<file path="src/rtl/vram_data_port_if.sv">
// Memory-bus link between a VRAM master and the memory-bus arbiter.
// The master holds the request (strobe plus address/data/lane) until the
// slave answers with a one-cycle ack; read data is valid in the ack cycle.
interface vram_data_port_if #(
    parameter int ADDR_WIDTH = 18
);
    logic [ADDR_WIDTH-1:0] bus_addr;
    logic [31:0]           bus_wrdata;
    logic [3:0]            bus_bytesel;
    logic                  bus_write;
    logic                  bus_strobe;
    logic                  bus_ack;
    logic [31:0]           bus_rddata;

    modport master (
        output bus_addr, bus_wrdata, bus_bytesel, bus_write, bus_strobe,
        input  bus_ack, bus_rddata
    );

    modport slave (
        input  bus_addr, bus_wrdata, bus_bytesel, bus_write, bus_strobe,
        output bus_ack, bus_rddata
    );
endinterface

</file>
<file path="src/rtl/vram_data_port.sv">
// Host-facing VRAM data port: a 4-byte register window (ADDR_L, ADDR_M,
// ADDR_H, DATA) turned into byte-wide memory-bus transactions, with address
// auto-increment and a read-prefetch latch so DATA reads never wait.
// Optional feature: define VRAM_PORT_DECR_EN to make ADDR_H bit 3 a
// read/write "decrement" bit; otherwise bit 3 reads 0 and the step is added.
// ADDR_H maps bits [1:0] onto addr[17:16], so ADDR_WIDTH is expected to be 18.
module vram_data_port #(
    parameter int ADDR_WIDTH = 18,
    parameter int INCR_BITS  = 4
) (
    input  logic                   clk,
    input  logic                   rst_n,
    input  logic [1:0]             regs_addr_i,
    input  logic [7:0]             regs_wrdata_i,
    input  logic                   regs_write_i,
    input  logic                   regs_read_i,
    output logic [7:0]             regs_rddata_o,
    output logic                   busy_o,
    vram_data_port_if.master       bus
);

    typedef enum logic [1:0] {
        ST_IDLE  = 2'd0,
        ST_WRITE = 2'd1,
        ST_FETCH = 2'd2
    } state_t;

    localparam logic [1:0] REG_ADDR_L = 2'd0;
    localparam logic [1:0] REG_ADDR_M = 2'd1;
    localparam logic [1:0] REG_ADDR_H = 2'd2;
    localparam logic [1:0] REG_DATA   = 2'd3;

    state_t                  state_q, state_d;
    logic [ADDR_WIDTH-1:0]   addr_q, addr_d;
    logic [INCR_BITS-1:0]    incr_q, incr_d;
    logic                    decr_q, decr_d;
    logic                    err_q, err_d;
    logic [7:0]              latch_q, latch_d;
    logic                    slot_full_q, slot_full_d;
    logic [ADDR_WIDTH-1:0]   slot_addr_q, slot_addr_d;
    logic [7:0]              slot_data_q, slot_data_d;
    logic                    fetch_needed_q, fetch_needed_d;
    logic [ADDR_WIDTH-1:0]   op_addr_q, op_addr_d;
    logic [7:0]              op_data_q, op_data_d;

    logic [ADDR_WIDTH-1:0]   step;
    logic [ADDR_WIDTH-1:0]   addr_adv;
    logic                    start_write;
    logic                    start_fetch;
    logic                    slot_blocked;

    // IDLE launches the pending write first, otherwise a needed prefetch.
    assign start_write  = (state_q == ST_IDLE) && slot_full_q;
    assign start_fetch  = (state_q == ST_IDLE) && !slot_full_q && fetch_needed_q;
    // A slot being handed to the bus this cycle can accept a new write.
    assign slot_blocked = slot_full_q && !start_write;

    // Step decode: incr=0 holds the address, incr=n steps by 1<<(n-1).
    always_comb begin
        // NOTE: every combinational output gets a default first so no path leaves it unassigned and infers a latch.
        step = '0;
        if (incr_q != '0) begin
            step = ADDR_WIDTH'(1) << (incr_q - INCR_BITS'(1));
        end
    end

    // Advanced address; wraps modulo 2^ADDR_WIDTH through natural truncation.
    assign addr_adv = decr_q ? (addr_q - step) : (addr_q + step);

    // FSM state register.
    always_ff @(posedge clk or negedge rst_n) begin
        if (!rst_n) begin
            state_q <= ST_IDLE;
        end else begin
            // NOTE: sequential state uses non-blocking assignment so every register samples pre-edge values.
            state_q <= state_d;
        end
    end

    // FSM next-state: one transaction at a time, back to IDLE on every ack.
    always_comb begin
        state_d = state_q;
        unique case (state_q)
            ST_IDLE: begin
                if (start_write) begin
                    state_d = ST_WRITE;
                end else if (start_fetch) begin
                    state_d = ST_FETCH;
                end
            end
            ST_WRITE, ST_FETCH: begin
                if (bus.bus_ack) begin
                    state_d = ST_IDLE;
                end
            end
            default: state_d = ST_IDLE;
        endcase
    end

    // FSM outputs: bus request driven only from registered state and operands.
    always_comb begin
        bus.bus_strobe  = 1'b0;
        bus.bus_write   = 1'b0;
        bus.bus_addr    = '0;
        bus.bus_wrdata  = '0;
        bus.bus_bytesel = '0;
        unique case (state_q)
            ST_WRITE: begin
                bus.bus_strobe  = 1'b1;
                bus.bus_write   = 1'b1;
                bus.bus_addr    = op_addr_q;
                bus.bus_wrdata  = {4{op_data_q}};
                bus.bus_bytesel = 4'b0001 << op_addr_q[1:0];
            end
            ST_FETCH: begin
                bus.bus_strobe  = 1'b1;
                bus.bus_addr    = op_addr_q;
                bus.bus_bytesel = 4'b0001 << op_addr_q[1:0];
            end
            default: ;
        endcase
    end

    // Datapath next-state: host register side effects, slot, prefetch latch.
    always_comb begin
        addr_d         = addr_q;
        incr_d         = incr_q;
        decr_d         = decr_q;
        err_d          = err_q;
        latch_d        = latch_q;
        slot_full_d    = slot_full_q;
        slot_addr_d    = slot_addr_q;
        slot_data_d    = slot_data_q;
        fetch_needed_d = fetch_needed_q;
        op_addr_d      = op_addr_q;
        op_data_d      = op_data_q;

        // Move the pending write onto the bus, or snapshot addr for a prefetch.
        if (start_write) begin
            op_addr_d   = slot_addr_q;
            op_data_d   = slot_data_q;
            slot_full_d = 1'b0;
        end else if (start_fetch) begin
            op_addr_d      = addr_q;
            fetch_needed_d = 1'b0;
        end

        if ((state_q == ST_FETCH) && bus.bus_ack) begin
            latch_d = bus.bus_rddata[{op_addr_q[1:0], 3'b000} +: 8];
        end

        // Host accesses come last so a new prefetch request beats a clear.
        if (regs_write_i) begin
            unique case (regs_addr_i)
                REG_ADDR_L: begin
                    addr_d[7:0]    = regs_wrdata_i;
                    fetch_needed_d = 1'b1;
                end
                REG_ADDR_M: begin
                    addr_d[15:8]   = regs_wrdata_i;
                    fetch_needed_d = 1'b1;
                end
                REG_ADDR_H: begin
                    incr_d                  = regs_wrdata_i[4 +: INCR_BITS];
`ifdef VRAM_PORT_DECR_EN
                    decr_d                  = regs_wrdata_i[3];
`else
                    decr_d                  = 1'b0;
`endif
                    addr_d[ADDR_WIDTH-1:16] = regs_wrdata_i[ADDR_WIDTH-17:0];
                    err_d                   = 1'b0;
                    fetch_needed_d          = 1'b1;
                end
                default: begin
                    if (slot_blocked) begin
                        err_d = 1'b1;
                    end else begin
                        slot_full_d = 1'b1;
                        slot_addr_d = addr_q;
                        slot_data_d = regs_wrdata_i;
                    end
                    addr_d         = addr_adv;
                    fetch_needed_d = 1'b1;
                end
            endcase
        end else if (regs_read_i && (regs_addr_i == REG_DATA)) begin
            addr_d         = addr_adv;
            fetch_needed_d = 1'b1;
        end
    end

    // Datapath registers.
    always_ff @(posedge clk or negedge rst_n) begin
        if (!rst_n) begin
            addr_q         <= '0;
            incr_q         <= '0;
            decr_q         <= 1'b0;
            err_q          <= 1'b0;
            latch_q        <= '0;
            slot_full_q    <= 1'b0;
            slot_addr_q    <= '0;
            slot_data_q    <= '0;
            fetch_needed_q <= 1'b0;
            op_addr_q      <= '0;
            op_data_q      <= '0;
        end else begin
            addr_q         <= addr_d;
            incr_q         <= incr_d;
            decr_q         <= decr_d;
            err_q          <= err_d;
            latch_q        <= latch_d;
            slot_full_q    <= slot_full_d;
            slot_addr_q    <= slot_addr_d;
            slot_data_q    <= slot_data_d;
            fetch_needed_q <= fetch_needed_d;
            op_addr_q      <= op_addr_d;
            op_data_q      <= op_data_d;
        end
    end

    // Host read mux, combinational on regs_addr_i.
    always_comb begin
        regs_rddata_o = '0;
        unique case (regs_addr_i)
            REG_ADDR_L: regs_rddata_o = addr_q[7:0];
            REG_ADDR_M: regs_rddata_o = addr_q[15:8];
            REG_ADDR_H: regs_rddata_o = {incr_q, decr_q, err_q, addr_q[ADDR_WIDTH-1:16]};
            default:    regs_rddata_o = latch_q;
        endcase
    end

    assign busy_o = (state_q != ST_IDLE) || slot_full_q || fetch_needed_q;

endmodule

</file>
<file path="src/flat_wrapper.sv">
// flat-port wrapper written by rule: the top's interface ports become plain ports
module vram_data_port_flat 
#(
    parameter int ADDR_WIDTH = 18,
    parameter int INCR_BITS  = 4
)
  (clk, rst_n, regs_addr_i, regs_wrdata_i, regs_write_i, regs_read_i, regs_rddata_o, busy_o, bus_bus_addr, bus_bus_wrdata, bus_bus_bytesel, bus_bus_write, bus_bus_strobe, bus_bus_ack, bus_bus_rddata);
  vram_data_port_if #(.ADDR_WIDTH(ADDR_WIDTH)) bus_i ();
  input  logic clk;
  input  logic rst_n;
  input  logic [1:0] regs_addr_i;
  input  logic [7:0] regs_wrdata_i;
  input  logic regs_write_i;
  input  logic regs_read_i;
  output logic [7:0] regs_rddata_o;
  output logic busy_o;
  output wire logic [$bits(bus_i.bus_addr)-1:0] bus_bus_addr;
  output wire logic [$bits(bus_i.bus_wrdata)-1:0] bus_bus_wrdata;
  output wire logic [$bits(bus_i.bus_bytesel)-1:0] bus_bus_bytesel;
  output wire logic [$bits(bus_i.bus_write)-1:0] bus_bus_write;
  output wire logic [$bits(bus_i.bus_strobe)-1:0] bus_bus_strobe;
  input wire logic [$bits(bus_i.bus_ack)-1:0] bus_bus_ack;
  input wire logic [$bits(bus_i.bus_rddata)-1:0] bus_bus_rddata;
  assign bus_bus_addr = bus_i.bus_addr;
  assign bus_bus_wrdata = bus_i.bus_wrdata;
  assign bus_bus_bytesel = bus_i.bus_bytesel;
  assign bus_bus_write = bus_i.bus_write;
  assign bus_bus_strobe = bus_i.bus_strobe;
  assign bus_i.bus_ack = bus_bus_ack;
  assign bus_i.bus_rddata = bus_bus_rddata;
  vram_data_port #(.ADDR_WIDTH(ADDR_WIDTH), .INCR_BITS(INCR_BITS)) u_core (.clk(clk), .rst_n(rst_n), .regs_addr_i(regs_addr_i), .regs_wrdata_i(regs_wrdata_i), .regs_write_i(regs_write_i), .regs_read_i(regs_read_i), .regs_rddata_o(regs_rddata_o), .busy_o(busy_o), .bus(bus_i));
endmodule
</file>
<file path="config.mk">
export PLATFORM = sky130hd
export DESIGN_NAME = vram_data_port_flat
export DESIGN_NICKNAME = d
export VERILOG_FILES = /design/src/rtl/vram_data_port_if.sv /design/src/rtl/vram_data_port.sv /design/src/flat_wrapper.sv
export SDC_FILE = /design/constraint.sdc
export NUM_CORES = 1
export LEC_CHECK = 0
export CAP_MARGIN = 40
export CORE_MARGIN = 2
export CORE_UTILIZATION = 40
export CTS_BUF_LIST = sky130_fd_sc_hd__clkbuf_4
export CTS_CLUSTER_DIAMETER = 100
export DETAILED_ROUTE_END_ITERATION = 12
export RECOVER_POWER = 25
export SETUP_SLACK_MARGIN = 0.3
export SLEW_MARGIN = 20
export SYNTH_ARGS = -nofsm -noshare
export SYNTH_HDL_FRONTEND = slang
export SYNTH_SLANG_ARGS = --single-unit
</file>
<file path="constraint.sdc">
create_clock -name clk -period 3.15 [get_ports clk]
set_input_delay 0.63 -clock clk [delete_from_list [all_inputs] [get_ports clk]]
set_output_delay 0.63 -clock clk [all_outputs]
set_load 0.05 [all_outputs]
</file>
# Word level (Yosys, flattened, before mapping)
# Cells that the tools add are included.
[word_totals] reg_bits=87 latchBits=0 mem_bits_ro=0 output_inout_bits=65 wordCells=91 ramBits=0 memories=0 inputBits=47
[op_classes] mul=0 reduce_logical=31 n_shift=3 n_eq_ne=11 n_bitwise=3 muxes=28 addsub=2 order_cmp=0 div=0
[ops] cell="$mux W18" count=6
[ops] cell="$mux W32" count=1
[ops] cell="$pmux W8 S2" count=2
[ops] cell="$shiftx A32 B6 Y8" count=1
[ops] cell="$pmux W8 S3" count=1
[ops] cell="$add A18 B18 Y18" count=1
[ops] cell="$shl A1 B4 Y18 const A" count=1
[ops] cell="$reduce_and A2 Y1" count=6
[ops] cell="$mux W1" count=11
[ops] cell="$pmux W2 S2" count=2
[ops] cell="$reduce_bool A2 Y1" count=4
[ops] cell="$reduce_or A2 Y1" count=4
[ops] cell="$eq A2 B2 Y1 const B" count=3
[ops] cell="$logic_and A1 B1 Y1" count=6
[ops] cell="$mux W2" count=3
[ops] cell="$ne A2 B2 Y1 const B" count=3
[ops] cell="$reduce_and A3 Y1" count=2
[ops] cell="$eq A2 B1 Y1 const B" count=2
[ops] cell="$logic_not A2 Y1" count=2
[ops] cell="$mux W4" count=1
[ops] cell="$reduce_bool A4 Y1" count=1
[ops] cell="$shl A1 B2 Y4 const A" count=1
[ops] cell="$sub A4 B1 Y4 const B" count=1
[ops] cell="$ne A3 B1 Y1 const B" count=1
[ops] cell="8 further kinds" count=12

# Longest topological paths before layout
# Gate-level depths: netlist (run 1).
[logic_depth] depth_word=7 ltp_mapped=10 ltp_nobuf=10

# Least setup slack after synthesis (run 1)
# No wires, ideal clock.
[synth_timing] path_kind="reg2out" startpoint="register u_core.state_q[0]" endpoint="output bus_bus_bytesel[2]" required_ps=2520 arrival_ps=2495 path_stages_with_launch=6 slack_ps=25 path_buffers=1 cell_sequence="dfrtp_1 inv_1 ha_1 clkbuf_1 and2_1 nor2b_1"
[synth_between] elab_chain_cells=3 word_cells_on_any_way=4 classes_between="eq/ne (2); mux (1); reduce/logical (1)"
[synth_rtl] element="start, declared" line="vram_data_port.sv:33" text="state_t state_q, state_d;"
[synth_rtl] element="start signal, assigned" line="vram_data_port.sv:76" text="state_q <= state_d;"
[synth_rtl] element="$eq A2 B1 Y1 / $eq A2 B2 Y1 (equally long branches)" line="vram_data_port.sv:107" text="unique case (state_q)"
[synth_rtl] element="$reduce_or A2 Y1 (no source line) *"
[synth_rtl] element="$mux W4 *"
[synth_rtl] element="end, declared" line="flat_wrapper.sv:19" text="output wire logic [$bits(bus_i.bus_bytesel)-1:0] bus_bus_bytesel;"
# Every way passes the cells marked *; elsewhere a longest branch is shown, timed or not.

# Worst setup path after layout (run 1)
[layout_timing] startpoint="register u_core.state_q[0]" endpoint="output bus_bus_bytesel[3]"
# Same word-level chain as after synthesis.

==> run_results.csv, run 1 <==
group,metric,value,unit
pwr,irDropWorstVdd,0.383,mV
floorplanning,die_x,120,um
clock_network,root_buffer,"clkbuf_4",
yosys,synth_cell_type_count,60,
yosys,synth_cells,509,
floorplanning,design.core.area,0.0132,mm^2
yosys,synth_area,0.00538,mm^2
detailed_routing,drt-vias-per-instance,5.52,
sta,drv_slew,0,
finish,layout_common_cells,"85 x dfrtp_1, 47 x mux2_2, 43 x clkdlybuf4s50_1",
place,placement.io_buffers,111,
finish,post_route_cells_drive_above_1_share,0.230,
yosys,dominantRegCellSynth,"dfrtp_1",
critical_path,worstSetupEndpointType,"output pin",
sta,final.setup_skew,0.0179,ns
detailed_routing,via_count,4287,
hold_path,timing.hold.worst.class,"in -> async",
detailed_routing,wl_per_cell,18.0,um
pwr,p_per_area,1030,mW/mm^2
critical_path,critical_path_required,2.52,ns
detailed_routing,final_ant_viol_nets,0,
pwr,power.internal,3.44,mW
pwr,clockPowerShare,0.090,
sta,slew_headroom,0.0883,
global_route,gr-usage-all-layers,0.200,
global_route,grt_max_degree,54,
place,place_congestion,0.930,
clock_network,clock-sinks,87,
clock_network,htreeDepth,3,
critical_path,r2r_start,"u_core.incr_q[0]",
floorplanning,initial_utilization,0.408,
clock_network,clock_edge_transition_at_the_registers_on_the_reported_setup_and_hold_paths,0.16,ns
critical_path,critPathKind,"reg -> out",
sta,layout_min_cycle_time,2.71,ns
clock_network,cts_inserted_buffers,9,
critical_path,timing.critical_path.cells,"inv_1 -> ha_1 -> and3_1 -> dlygate4sd2_1",
global_route,gr-total-overflow,0,
floorplanning,die_height,120,um
detailed_routing,firstDrtPassIters,5,
clock_network,cts_hold_buf,0,
clock_network,clk_latency,0.46,ns
floorplanning,floorplan.rows,42,
finish,final_net_count,668,
yosys,synth-warning-count,0,
critical_path,timing.critical_path.fanout_max,7,
critical_path,timing.critical_path.slowest_cell_delay,0.53,ns
pwr,switching_power,3.32,mW
finish,post_layout_nonfiller_instances,777,
critical_path,startpoint_type,"flip-flop",
critical_path,arrival,2.08,ns
sta,hold_violations,0,
finish,antennaDiodeCount,0,
yosys,yosysSeqAreaShare,0.405,
critical_path,reg2regPathDepth,10,
place,dp.final_hpwl,10800,um
sta,setup_repair_after_global_routing_missed_its_margin,"true",
global_route,grt_antenna_before_repair,0,
sta,setup_slack,0.438,ns
sta,worst_slew_pin_tran,1.37,ns
finish,final_common_cell,"dfrtp_1",
critical_path,critical_path.startpoint,"u_core.state_q[0]",
place,dpl.cell_count,759,
clock_network,tritoncts,"yes",
sta,finalSetupTns,0,ns
global_route,first_global_vias,4227,
sta,final.hold.worst_slack,0.467,ns
floorplanning,fp.dieArea,0.0144,mm^2
outcome,result_of_the_run,"completed",
pwr,p_seq_frac,0.319,
yosys,synth.avg_cell_area,10.6,um^2
pwr,power.static_leakage,2.96,nW
global_route,grt_first_pass_wirelength,22500,um
place,detailedPlace.worstSlack,0.221,ns
pwr,design_power_total,6.76,mW
pwr,comb_power_share,0.591,
sta,final-setup-viol-count,0,
yosys,synth_edf_count,0,
pwr,swShare,0.491,
detailed_routing,drtIter0Drc,272,
yosys,synth.ff_latch_count,87,
clock_network,max_clock_buf_depth,2,
sta,final_worst_path_cycle_share,0.861,
critical_path,cp_slowest_cell,"dlygate4sd2_1",
sta,maxClockFrequency,369,MHz
yosys,syn_nets,581,
finish,syn_to_final_growth,22.4,%
yosys,share_of_async_settable_or_async_resettable_flops_after_synthesis,1.00,
floorplanning,io_pins,112,
detailed_routing,drcViolationCount,0,
run,max-cap-violations,0,
detailed_routing,routed_wirelength,14000,um
what timing repair did:
action	4_1_cts	5_1_grt
endpoints found under the hold margin	0	0
setup buffers	0	2
resized for setup	88	58
pin swaps	1	1
setup endpoints to repair	62	48
area by class of cell:
cell class | instances | area (um^2)
fill | 1239 | 6600
multi-input combinational | 362 | 2920
sequential | 87 | 2180
timing repair buffer | 124 | 1100
tap | 176 | 220
clock buffer | 10 | 75.1
clock inverter | 6 | 51.3
inverter | 12 | 45.0
cell families after synthesis:
group | share of synthesized area
compound gates | 0.164
xor+xnor | 0.0114
flops | 0.405
mux | 0.156
buf+inv | 0.0644
simple gates | 0.140
fa+ha+maj | 0.0595
other cells | 0.000697
critical path, delay by kind of cell (launching register included):
family                     cells  cell delay, ns
DFF                            1            0.41
adders and majority gates      1            0.42
buffers and inverters          2            0.61
and+or+nand+nor                1            0.18
cell usage after synthesis, drive strengths merged (9+ instances only):
master   n  area (um^2)
dfrtp   87         2180
mux2    47          529
a22o    35          307
buf     32          231
and2    30          189
a21oi   29          145
nor2    29          109
ha      24          300
nand2   23         86.3
clkbuf  16         70.1
o21ai   16         87.6
mux2i   13          130
inv     12         45.0
nand2b  10         70.1
nor3     9         45.0
power by group through the flow:
| stage | clock [mW] | sequential, mW | combinational (mW) |
|---|---|---|---|
| 2_1_floorplan | 0 | 1.92 | 3.22 |
| 3_3_place_gp | 0 | 2.17 | 4.13 |
| 3_5_place_dp | 0 | 2.19 | 4.17 |
| 4_1_cts | 0.628 | 2.16 | 4.05 |
| 5_1_grt | 0.678 | 2.25 | 4.32 |
| 6_report | 0.607 | 2.16 | 3.99 |
path summary, 6_finish.rpt:
check                                        endpoint  slack, ns
min in group clk                 u_core.op_addr_q[14]       0.51
worst max register to register      u_core.addr_q[16]       0.47
worst min register to register   u_core.op_addr_q[14]       0.51
worst min-delay path            u_core.slot_addr_q[7]       0.47
max in group asynchronous        u_core.op_addr_q[15]       1.17
worst max-delay path               bus_bus_bytesel[3]       0.44
layer usage:
metal,vias up,global-route usage,part of all wire
met5,-,0,0
met4,0,0.0647,0.020
met3,21,0.0328,0.050
met2,95,0.321,0.48
met1,2131,0.275,0.45
li1,2040,-,-
stage by stage:
step	cell area, um^2	util
floorplan	5390	-
global placement	6500	0.493
detailed placement	6500	0.493
CTS	6610	0.501
global route	6590	0.499
finish	6590	0.499
registers in the layout, summed over array words and instances (netlist names):
signal and count:
u_core.addr_q 18, u_core.err_q 1, u_core.fetch_needed_q 1, u_core.incr_q 4
u_core.latch_q 8, u_core.op_addr_q 18, u_core.op_data_q 8, u_core.slot_addr_q 18
u_core.slot_data_q 8, u_core.slot_full_q 1, u_core.state_q 2
Note: power is estimated with default switching activity, not from simulation.
==> inputs of run 2 (changes only) <==
--- a/config.mk
+++ b/config.mk
@@ -11,6 +11,7 @@
 export CTS_BUF_LIST = sky130_fd_sc_hd__clkbuf_4
 export CTS_CLUSTER_DIAMETER = 100
 export DETAILED_ROUTE_END_ITERATION = 12
+export PLACE_DENSITY = 0.61
 export RECOVER_POWER = 25
 export SETUP_SLACK_MARGIN = 0.3
 export SLEW_MARGIN = 20
==> run 2 against run 1 <==
Via count increased by 0.56%. Wire length decreased by 0.82%. Sequential power about the same. First-iteration DRC count decreased by 19%. Worst setup slack got worse by 0.040 ns. Total power increased by 1.0%. Critical path depth unchanged. Combinational power increased by 2%. Clock power increased by 4.0%. Critical path type unchanged. Critical endpoint is now bus_bus_wrdata[7].
==> run_results.csv, run 2 (synthesis gave the netlist of run 1 again) <==
group,metric,value,unit
pwr,design_power_total,6.83,mW
finish,reg_top3,"u_core.addr_q x18, u_core.op_addr_q x18, u_core.slot_addr_q x18",
sta,hold_violations,0,
finish,final_common_cell,"dfrtp_1",
pwr,p_per_area,1030,mW/mm^2
pwr,swShare,0.482,
finish,fillers,1218,
finish,layout.core_utilization,0.503,
global_route,gr-usage-all-layers,0.199,
place,dp.final_hpwl,10800,um
sta,final_worst_path_cycle_share,0.874,
finish,final_net_count,667,
sta,maxClockFrequency,363,MHz
pwr,p_seq_frac,0.312,
place,place_congestion,0.922,
clock_network,clock_edge_transition_at_the_registers_on_the_reported_setup_and_hold_paths,0.14,ns
run,max-cap-violations,0,
critical_path,crit_buf_inv,2,
pwr,power.internal,3.54,mW
critical_path,critPathKind,"reg -> out",
floorplanning,initial_utilization,0.408,
clock_network,root_buffer,"clkbuf_4",
sta,setup_repair_after_global_routing_missed_its_margin,"true",
finish,sequential_cell_area,0.00218,mm^2
clock_network,max_clock_buf_depth,2,
hold_path,timing.hold.worst.class,"in -> async",
critical_path,cp_top_family,"buffers and inverters",
critical_path,timing.critical_path.fanout_max,9,
critical_path,startpoint_type,"flip-flop",
global_route,first_global_vias,4165,
critical_path,timing.critical_path.cells,"inv_1 -> ha_1 -> and2_1 -> dlygate4sd2_1",
finish,antennaDiodeCount,0,
pwr,clockPowerShare,0.092,
place,placement.io_buffers,111,
detailed_routing,routed_wirelength,13800,um
detailed_routing,final_ant_viol_nets,0,
detailed_routing,drcViolationCount,0,
global_route,grt_antenna_before_repair,0,
finish,post_layout_nonfiller_instances,776,
clock_network,clk_latency,0.45,ns
clock_network,clock-sinks,87,
pwr,power.static_leakage,2.92,nW
sta,drv_slew,0,
critical_path,worstSetupEndpointType,"output pin",
floorplanning,fp.dieArea,0.0144,mm^2
floorplanning,die_x,120,um
sta,final-setup-viol-count,0,
finish,layout_common_cells,"86 x dfrtp_1, 47 x mux2_2, 43 x clkdlybuf4s50_1",
detailed_routing,firstDrtPassIters,5,
place,dpl.cell_count,759,
global_route,grt_max_degree,58,
pwr,irDropWorstVdd,0.320,mV
critical_path,cp_slowest_cell,"dlygate4sd2_1",
critical_path,critical_path_required,2.52,ns
sta,final.hold.worst_slack,0.500,ns
sta,slew_headroom,0.0294,
finish,syn_to_final_growth,23.4,%
floorplanning,floorplan.rows,42,
critical_path,arrival,2.12,ns
sta,finalSetupTns,0,ns
detailed_routing,drtIter0Drc,220,
floorplanning,io_pins,112,
global_route,grt_first_pass_wirelength,22300,um
critical_path,timing.critical_path.slowest_cell_delay,0.54,ns
outcome,result_of_the_run,"completed",
sta,worst_slew_pin_tran,1.46,ns
detailed_routing,wl_per_cell,17.8,um
finish,multiInputGateArea,0.00290,mm^2
floorplanning,die_height,120,um
finish,post_route_cells_drive_above_1_share,0.223,
detailed_routing,drt-vias-per-instance,5.56,
global_route,gr-total-overflow,0,
clock_network,tritoncts,"yes",
sta,layout_min_cycle_time,2.75,ns
detailed_routing,via_count,4311,
floorplanning,design.core.area,0.0132,mm^2
pwr,comb_power_share,0.596,
pwr,switching_power,3.29,mW
sta,final.setup_skew,0.0233,ns
clock_network,cts_inserted_buffers,9,
clock_network,htreeDepth,3,
[run 2: changes by cell type in the layout (fill, tap and decap cells not counted), moves of 3 or more]
cell / delta
clkdlybuf4s15_2: +10
dlygate4sd2_1: -3
buf_2: -8
clkdlybuf4s15_1: +5
clkdlybuf4s18_2: -3
clkbuf_2: +3
inv_6: -3
[run 2: power groups by stage]
stage | Sequential (mW) | Clock [mW] | Combinational, mW
detailed placement | 2.15 | 0 | 4.24
floorplan | 1.92 | 0 | 3.22
global route | 2.20 | 0.704 | 4.40
global placement | 2.12 | 0 | 4.17
finish | 2.13 | 0.631 | 4.07
CTS | 2.12 | 0.655 | 4.10
[run 2: repair_timing]
action	in CTS	in global routing
resized for setup	91	43
pin swaps	1	0
gates cloned	0	0
setup endpoints to repair	64	33
hold buffers	0	0
buffers inserted	0	1
[run 2: worst register-to-register path, delay by kind of cell (launching register included)]
kind / cells / cell delay, ns
compound gates: 5 / 1.31
fa+ha+maj: 2 / 0.64
flops: 1 / 0.48
simple gates: 3 / 0.23
[run 2: per-stage QoR]
step / worst slack (ns) / instance area [um^2]
final: 0.398 / 6640
after global routing: 0.267 / 6640
after CTS: 0.248 / 6640
after detailed placement: 0.203 / 6520
after global placement: 0.272 / 6520
after floorplan: 0.248 / 5390
[run 2: area by class of cell]
type,count,area share
Multi-Input combinational cell,362,0.437
Sequential cell,87,0.328
Timing Repair Buffer,123,0.174
Tap cell,176,0.0332
Clock inverter,7,0.0107
Clock buffer,9,0.0102
Inverter,12,0.00678
[run 2: final timing paths]
check,start,to,slack [ns],depth (start not counted)
setup reg to reg,u_core.incr_q[0],u_core.addr_q[16],0.41,10
min in group clk,u_core.slot_data_q[4],u_core.op_data_q[4],0.51,1
setup / recovery,u_core.state_q[1],bus_bus_wrdata[7],0.40,4
max in group asynchronous,rst_n,u_core.incr_q[0],1.65,1
hold / removal,rst_n,u_core.op_addr_q[9],0.50,1
hold reg to reg,u_core.slot_data_q[4],u_core.op_data_q[4],0.51,1
[run 2: routing by layer]
metal,track usage,share of wire
met5,0,0
met4,0.0721,0.025
met3,0.0361,0.037
met2,0.308,0.48
met1,0.278,0.46
